--- src/rtl/entropy_block_collector.sv ---
// Collects NUM_WORDS 32-bit entropy words into one block (word 0 in the MSBs)
// and hands the block to the mixer over a syn/ack handshake.
module entropy_block_collector #(
    parameter int unsigned NUM_WORDS = 16
) (
    input  logic                      clk,
    input  logic                      reset_n,
    input  logic                      enable,
    input  logic                      entropy_enabled,
    input  logic                      entropy_syn,
    input  logic [31:0]               entropy_data,
    output logic                      entropy_ack,
    output logic                      block_syn,
    output logic [NUM_WORDS*32-1:0]   block_data,
    input  logic                      block_ack,
    output logic [31:0]               block_count,
    output logic                      collecting
);

    localparam int unsigned IDX_W = (NUM_WORDS > 1) ? $clog2(NUM_WORDS) : 1;
    localparam logic [IDX_W-1:0] LAST_IDX = IDX_W'(NUM_WORDS - 1);

    typedef enum logic [1:0] {
        IDLE,
        COLLECT,
        FULL
    } state_t;

    state_t           state;
    state_t           state_next;
    logic [IDX_W-1:0] idx;
    logic [IDX_W-1:0] idx_next;
    logic             capture;
    logic             ack_next;
    logic             syn_next;
    logic             count_inc;

    always_ff @(posedge clk or negedge reset_n) begin
        if (!reset_n) begin
            state <= IDLE;
        end else begin
            state <= state_next;
        end
    end

    always_comb begin
        state_next = state;
        idx_next   = idx;
        capture    = 1'b0;
        ack_next   = 1'b0;
        syn_next   = 1'b0;
        count_inc  = 1'b0;
        // Dropping enable wins over everything, including a pending block_ack.
        if (!enable) begin
            state_next = IDLE;
            idx_next   = '0;
        end else begin
            case (state)
                IDLE: begin
                    state_next = COLLECT;
                    idx_next   = '0;
                end
                COLLECT: begin
                    if (entropy_enabled && entropy_syn && !entropy_ack) begin
                        capture  = 1'b1;
                        ack_next = 1'b1;
                        if (idx == LAST_IDX) begin
                            state_next = FULL;
                            syn_next   = 1'b1;
                            idx_next   = '0;
                        end else begin
                            idx_next = idx + 1'b1;
                        end
                    end
                end
                FULL: begin
                    if (block_ack) begin
                        count_inc  = 1'b1;
                        idx_next   = '0;
                        state_next = COLLECT;
                    end else begin
                        syn_next = 1'b1;
                    end
                end
                default: begin
                    state_next = IDLE;
                    idx_next   = '0;
                end
            endcase
        end
    end

    always_ff @(posedge clk or negedge reset_n) begin
        if (!reset_n) begin
            idx         <= '0;
            entropy_ack <= 1'b0;
            block_syn   <= 1'b0;
            collecting  <= 1'b0;
            block_count <= '0;
            block_data  <= '0;
        end else begin
            idx         <= idx_next;
            entropy_ack <= ack_next;
            block_syn   <= syn_next;
            collecting  <= (state_next == COLLECT);
            if (count_inc) begin
                block_count <= block_count + 32'd1;
            end
            for (int unsigned w = 0; w < NUM_WORDS; w++) begin
                if (capture && idx == IDX_W'(w)) begin
                    block_data[(NUM_WORDS-1-w)*32 +: 32] <= entropy_data;
                end
            end
        end
    end

endmodule

--- config.mk ---
export PLATFORM = sky130hd
export DESIGN_NAME = entropy_block_collector
export DESIGN_NICKNAME = d
export VERILOG_FILES = /design/src/rtl/entropy_block_collector.sv
export SDC_FILE = /design/constraint.sdc
export NUM_CORES = 1
export LEC_CHECK = 0
export BUFFER_PORTS_ARGS = -buffer_cell sky130_fd_sc_hd__buf_2
export CAP_MARGIN = 20
export CORE_ASPECT_RATIO = 1.25
export CORE_MARGIN = 8
export CORE_UTILIZATION = 30
export CTS_CLUSTER_SIZE = 40
export DETAILED_ROUTE_END_ITERATION = 7
export PLACE_DENSITY = 0.6
export REMOVE_ABC_BUFFERS = 1
export SLEW_MARGIN = 20
export SYNTH_ARGS = -nofsm -noshare
export SYNTH_HDL_FRONTEND = slang
export SYNTH_SLANG_ARGS = --single-unit
--- constraint.sdc ---
create_clock -name clk -period 2.3 [get_ports clk]
set_clock_uncertainty 0.15 [all_clocks]
set_input_delay 0.575 -clock clk [delete_from_list [all_inputs] [get_ports clk]]
set_output_delay 0.575 -clock clk [all_outputs]
set_load 0.01 [all_outputs]
==> results of run 1 <==
[final timing paths]
kind                                              from                           to  slack, ps  cells after the start
min                                          block_ack           state[0]$_DFF_PN0_        200                      3
max in group asynchronous                      reset_n  block_data[148]$_DFFE_PN0P_        900                      3
min reg2reg                block_count[31]$_DFFE_PN0P_  block_count[31]$_DFFE_PN0P_        320                      1
max                                 state[0]$_DFF_PN0_  block_count[30]$_DFFE_PN0P_         50                      8
max reg2reg                         state[0]$_DFF_PN0_  block_count[30]$_DFFE_PN0P_         50                      8
min in group asynchronous                      reset_n  block_data[298]$_DFFE_PN0P_        410                      2
[metrics by stage]
stage	worst slack, ps	instances	total power (uW)	setup TNS, ps	cell area, um2
floorplan	-882	1237	10600	-248140	20800
global placement	-73.4	2842	11500	-7450	26100
detailed placement	-101	2842	11500	-14840	26100
CTS	50.4	2947	21000	0	28000
global route	1.32	2948	21500	0	28100
finish	49.1	2948	20700	0	28100
[flip-flops by register name, summed over array words and instances (netlist names)]
| name | cells |
|---|---|
| entropy_ack | 1 |
| block_syn | 1 |
| collecting | 1 |
| state | 2 |
| idx | 4 |
| block_data | 512 |
| block_count | 32 |
[kinds of logic after synthesis]
family,share of synthesized area
adders and majority gates,0.00530
xor gates and xnor gates,0.0128
and+or+nand+nor,0.0310
buffers and inverters,0.0241
AOI/OAI and AO/OA,0.00459
DFF,0.651
muxes,0.271
[area by class of cell]
cell class | count | area [um2]
clock buffer | 80 | 1640
clock inverter | 22 | 258
fill | 6704 | 42300
inverter | 8 | 30.0
multi-input combinational | 676 | 7020
sequential | 553 | 13800
tap | 943 | 1180
timing repair buffer | 666 | 4120
[Yosys cell counts (5+ instances only)]
| library cell | number | area [um2] |
|---|---|---|
| xnor2_1 | 12 | 105 |
| nor2_1 | 14 | 52.6 |
| o21ai_0 | 5 | 25.0 |
| nand3_1 | 14 | 70.1 |
| xor2_1 | 19 | 166 |
| mux2_2 | 510 | 5740 |
| buf_4 | 16 | 120 |
| ha_1 | 9 | 113 |
| nor3_2 | 6 | 60.1 |
| nor3_1 | 5 | 25.0 |
| inv_1 | 8 | 30.0 |
| buf_2 | 34 | 170 |
| nand4_1 | 12 | 75.1 |
| clkbuf_1 | 33 | 124 |
| and3_1 | 6 | 37.5 |
| nand2_1 | 26 | 97.6 |
| dfrtp_1 | 553 | 13800 |
[repair_timing]
item,4_1_cts,5_1_grt
pin swaps,2,1
hold buffers,1,0
resized for setup,9,3
setup endpoints to repair,186,19
endpoints found under the hold margin,26,0
setup buffers,1,0
cloned,1,1
[critical path: stages (launching register included)]
cell     delay, ps
dfrtp_1        420
buf_4          160
inv_1           80
ha_1           200
and3_2         260
nand4_1        110
buf_4          220
nor4_2         340
xor2_1         210
[cells in the final DEF (no fill, tap or decap), types with 4 or more instances in the layout]
master and count:
nand2_2 6, clkbuf_16 57, xnor2_1 12, buf_4 36, clkbuf_8 15, mux2_2 510
inv_1 7, and3_1 5, buf_12 42, dfrtp_1 553, xor2_1 19, nor4_2 5
clkinv_2 12, nand2_1 20, nor3_1 4, nor2_4 6, bufinv_16 5, nand3_1 12
o21ai_0 5, nand4_1 12, ha_1 8, nor2_1 9, clkbuf_1 9, buf_2 583
nor3_2 6
[power breakdown]
part / switching, uW / total, uW / internal [uW]
Sequential: 153 / 10100 / 9970
Combinational: 752 / 1210 / 456
Clock: 3860 / 9360 / 5510
[per-layer routing]
layer  up-vias  GRT usage  part of all wire  routed length [um]
met4         2     0.0630             0.038                2750
met1      7310      0.218              0.40               29100
met5         -          0           0.00018                  13
met3       131     0.0507             0.074                5310
met2       474      0.288              0.48               34700
li1       5924          -                 -                   -
==> key figures, run 1 <==
Yosys
  • #FFs+latches synth: 553
  • Mean post-synth cell area: 16.0 um2
  • Post-synth EDFFs: 0
  • Post-Syn Area: 21,300 um2
  • Top FF cell, synth: dfrtp_1
  • Post-synth ARST share: 1.00
  • Synth cell types: 40
  • Sequential fraction of the synthesis area: 0.651
  • Ys Warns: 0
  • Post-Synthesis Cells: 1,326

STA
  • Fin crit share: 0.979
  • RSZ-0062 raised after global routing: false
  • Least-Margin Pin Slew: approximately 550 ps
  • Final Setup Violations: 0
  • Fmax: around 440 MHz
  • Slew HR: 0.631
  • Crit path time final: around 2300 ps
  • Final hold vios: 0
  • Slew Viols, Final: 0
  • WHS: 200 ps

Job
  • Max Cap Viol: 0

Final layout
  • Area Overhead vs Synth: 32.1%
  • Fin nets: 2,008
  • Share of cells above drive strength 1: 0.651
  • Ant diodes: 0
  • Final core utilization: 0.399

Die
  • I/O pin cnt: 585
  • Die area: between 70,000 and 80,000 um2
  • Core box area: 70,400 um2
  • Floorplan die width: between 200 and 300 um
  • Site Rows: 109
  • Die height: 314 um
  • Starting density of the core: 0.302

Routing
  • TritonRoute pass-1 iters: 5
  • Post-Route WL: 71.8 mm
  • Drc violations: 0
  • Detailed Route Iter0 Violations: around 760
  • Via count: about 14,000
  • Routed Antenna Nets: 0
  • Mean routed wirelength per cell: approximately 24 um
  • Vias/cell: 4.70

Place
  • Port Buf Inserts: 584
  • GPL Wtd Cong: 0.794
  • HPWL after DPL: 50.4 mm

Power and ir drop
  • Cell Pwr Density: 737 nW/um2
  • Static leakage: ~0.016 uW
  • Worst VDD drop: 0.000677 V

Critical path
  • CP Class: reg -> reg
  • Critical path startpoint category: register
  • Worst EP arrival: 2600 ps
  • Critical path endpoint category: register
  • Maximum fanout along the worst path: 14
  • Critical Path RT: 2650 ps

Worst hold path
  • HP Class: in -> reg

GRT
  • Overflow after GRT: 0
  • Vias in the first global route: roughly 15,000
  • Global-route wire length before repair: 105 mm
  • Total track usage: 0.175
  • Pin count of the biggest net entering global routing: 52
  • Initial antenna violation count: 1

Clock tree
  • CTS tree: built
  • Clock transition at path regs: 70 ps
  • H-tree depth: 2
  • CTS buffer count: 56
  • CTS Buffer Depth: 3
  • Worst-Skew Late Latency: 590 ps
  • CTS sink cnt: 553
  • Clock tree root driver cell: clkbuf_16

Run status
  • Status: finished, final reports clean
(Power assumes the default switching activity.)
==> run 2, diff against run 1 <==
--- a/config.mk
+++ b/config.mk
@@ -9,10 +9,10 @@
 export CAP_MARGIN = 20
 export CORE_ASPECT_RATIO = 1.25
 export CORE_MARGIN = 8
-export CORE_UTILIZATION = 30
+export CORE_UTILIZATION = 45
 export CTS_CLUSTER_SIZE = 40
 export DETAILED_ROUTE_END_ITERATION = 7
-export PLACE_DENSITY = 0.6
+export PLACE_DENSITY = 0.79
 export REMOVE_ABC_BUFFERS = 1
 export SLEW_MARGIN = 20
 export SYNTH_ARGS = -nofsm -noshare
==> run 2 against run 1 <==
Compared with the run above:
- sequential share of layout area is 1.1 points higher
- clock power is 9.0% lower
- largest power group unchanged
- sequential power hardly changed
- final area is 2.2% lower
- critical endpoint is now block_data[501]$_DFFE_PN0P_
- flip-flop and latch count stayed put
- critical path depth stayed put
- core utilization is 19 points higher
- first-iteration DRC count is 26% higher
- maximum frequency is 1.2% higher
- total power is 4.4% lower
==> key figures, run 2 (synthesis results as in run 1) <==
Run status
  • Status: finished, final reports clean

Clock tree
  • Clock transition at path regs: 60 ps
  • CTS sink cnt: about 550
  • H-tree depth: 2
  • Clock tree root driver cell: clkbuf_16
  • Worst-Skew Late Latency: 580 ps
  • CTS tree: built
  • CTS Buffer Depth: 3
  • CTS buffer count: 53

Place
  • Port Buf Inserts: 584
  • GPL Wtd Cong: 0.829
  • HPWL after DPL: 46.6 mm
  • Placed insts: between 2,000 and 3,000
  • DP Area: 25,600 um2

STA
  • Slew Viols, Final: 0
  • Final Setup Violations: 0
  • WHS: 189 ps
  • Slew HR: 0.633
  • Crit path time final: between 2000 and 2500 ps
  • Least-Margin Pin Slew: 551 ps
  • Fmax: 450 MHz
  • Final hold vios: 0
  • Fin crit share: 0.967

Final layout
  • Commonest non-fill, non-tap cell in the layout: buf_2
  • Share of cells above drive strength 1: 0.645
  • Layout Cells excl Fill: roughly 2,600
  • Final core utilization: 0.586
  • Top reg by flops: block_data
  • Biggest regs: block_data: 512 flops, block_count: 32 flops, idx: 4 flops
  • Most frequent cells in the layout: 583 x buf_2, 553 x dfrtp_1, 510 x mux2_2, 59 x clkbuf_16, 37 x buf_12
  • Area Overhead vs Synth: 29.2%
  • Design area: 27,500 um2
  • Fin nets: 2,004
  • Largest register FFs: around 510

Critical path
  • Reg2Reg Capture Point: block_data[501]$_DFFE_PN0P_
  • CP max stage delay: 390 ps
  • Critical path endpoint category: register
  • Critical Path RT: 2610 ps
  • CP Class: reg -> reg
  • Critical path startpoint category: register
  • Maximum fanout along the worst path: 9
  • R2R cell count: 8
  • Critical-path cell list: inv_1 > ha_1 > and2_4 > nand4_2 > nor3_4 > buf_6 > clkbuf_16 > mux2_2
  • R2r startpoint: state[1]$_DFF_PN0_
  • Worst EP arrival: 2530 ps
  • Critical path's slowest cell: dfrtp_1
  • R2R setup slack: 80 ps

Worst hold path
  • Worst hold start: block_ack
  • Hold depth: 3
  • Hold path endpoint: state[0]$_DFF_PN0_
  • HP Class: in -> reg

Die
  • Starting density of the core: 0.453
  • Die height: 259 um
  • Die area: approximately 54,000 um2
  • Site Rows: 89
  • I/O pin cnt: 585
  • Core box area: 46,900 um2
  • Floorplan die width: 210 um

Power and ir drop
  • Static leakage: 0.0157 uW
  • Cell Pwr Density: 720 nW/um2
  • Worst VDD drop: 0.000640 V

GRT
  • Vias in the first global route: around 15,000
  • Total track usage: 0.238
  • Initial antenna violation count: 0
  • Pin count of the biggest net entering global routing: 75
  • Overflow after GRT: 0
  • Global-route wire length before repair: 98.4 mm

Job
  • Max Cap Viol: 0

Routing
  • Routed Antenna Nets: 0
  • Post-Route WL: between 60 and 70 mm
  • Vias/cell: about 5.3
  • Mean routed wirelength per cell: ~26 um
  • TritonRoute pass-1 iters: 6
  • Drc violations: 0
  • Detailed Route Iter0 Violations: about 960
  • Via count: ~14,000
run 2: layout make-up:
type                       count  area (um2)
fill                        3650       19400
tap                          637         797
multi-input combinational    676        7000
clock inverter                14         118
antenna                        2        5.00
clock buffer                  80        1580
timing repair buffer         665        4090
inverter                       8        30.0
sequential                   553       13800
run 2: worst max-delay path by stage:
stage                             endpoint          startpoint  cells past startpoint  slack (ps)
2_1_floorplan  block_data[352]$_DFFE_PN0P_  state[1]$_DFF_PN0_                      6        -880
4_1_cts        block_data[510]$_DFFE_PN0P_  state[1]$_DFF_PN0_                      7           3
5_1_grt        block_data[382]$_DFFE_PN0P_  state[1]$_DFF_PN0_                      9          -6
3_3_place_gp    block_data[68]$_DFFE_PN0P_         entropy_syn                      6         -60
3_5_place_dp    block_data[91]$_DFFE_PN0P_         entropy_syn                      6         -60
6_report       block_data[501]$_DFFE_PN0P_  state[1]$_DFF_PN0_                      8          80
run 2: where the power goes:
| group | leakage [uW] | total [uW] | internal, uW | switching, uW |
|---|---|---|---|---|
| Clock | 0.000834 | 8520 | 4850 | 3670 |
| Combinational | 0.00717 | 1150 | 445 | 706 |
| Sequential | 0.00766 | 10100 | 9970 | 132 |
| Total | 0.0157 | 19800 | 15300 | 4510 |
run 2: routing by layer:
layer  track usage  vias to the layer above  share of wire
met5             0                        -              0
met3        0.0655                      137          0.074
met2         0.404                      580           0.50
met1         0.289                     7464           0.39
met4        0.0864                        0          0.035
li1              -                     5915              -
run 2: critical path, delay by kind of cell (launching register included):
kind | cells | cell delay (ps)
fa+ha+maj | 1 | 170
buf+inv | 3 | 480
mux | 1 | 350
flops | 1 | 390
simple gates | 3 | 560
run 2: stage by stage:
stage	power, uW	worst slack, ps	setup TNS (ps)
2_1_floorplan	10600	-882	-248140
3_3_place_gp	11400	-63.6	-2750
3_5_place_dp	11400	-57.8	-3960
4_1_cts	19900	2.89	0
5_1_grt	20400	-5.60	-24.8
6_report	19800	76.7	0
run 2: repair_timing:
item / CTS / global route
endpoints found under the hold margin: 27 / 0
setup buffers: 0 / 2
resized for setup: 0 / 9
setup endpoints to repair: 0 / 180
hold buffers: 1 / 0
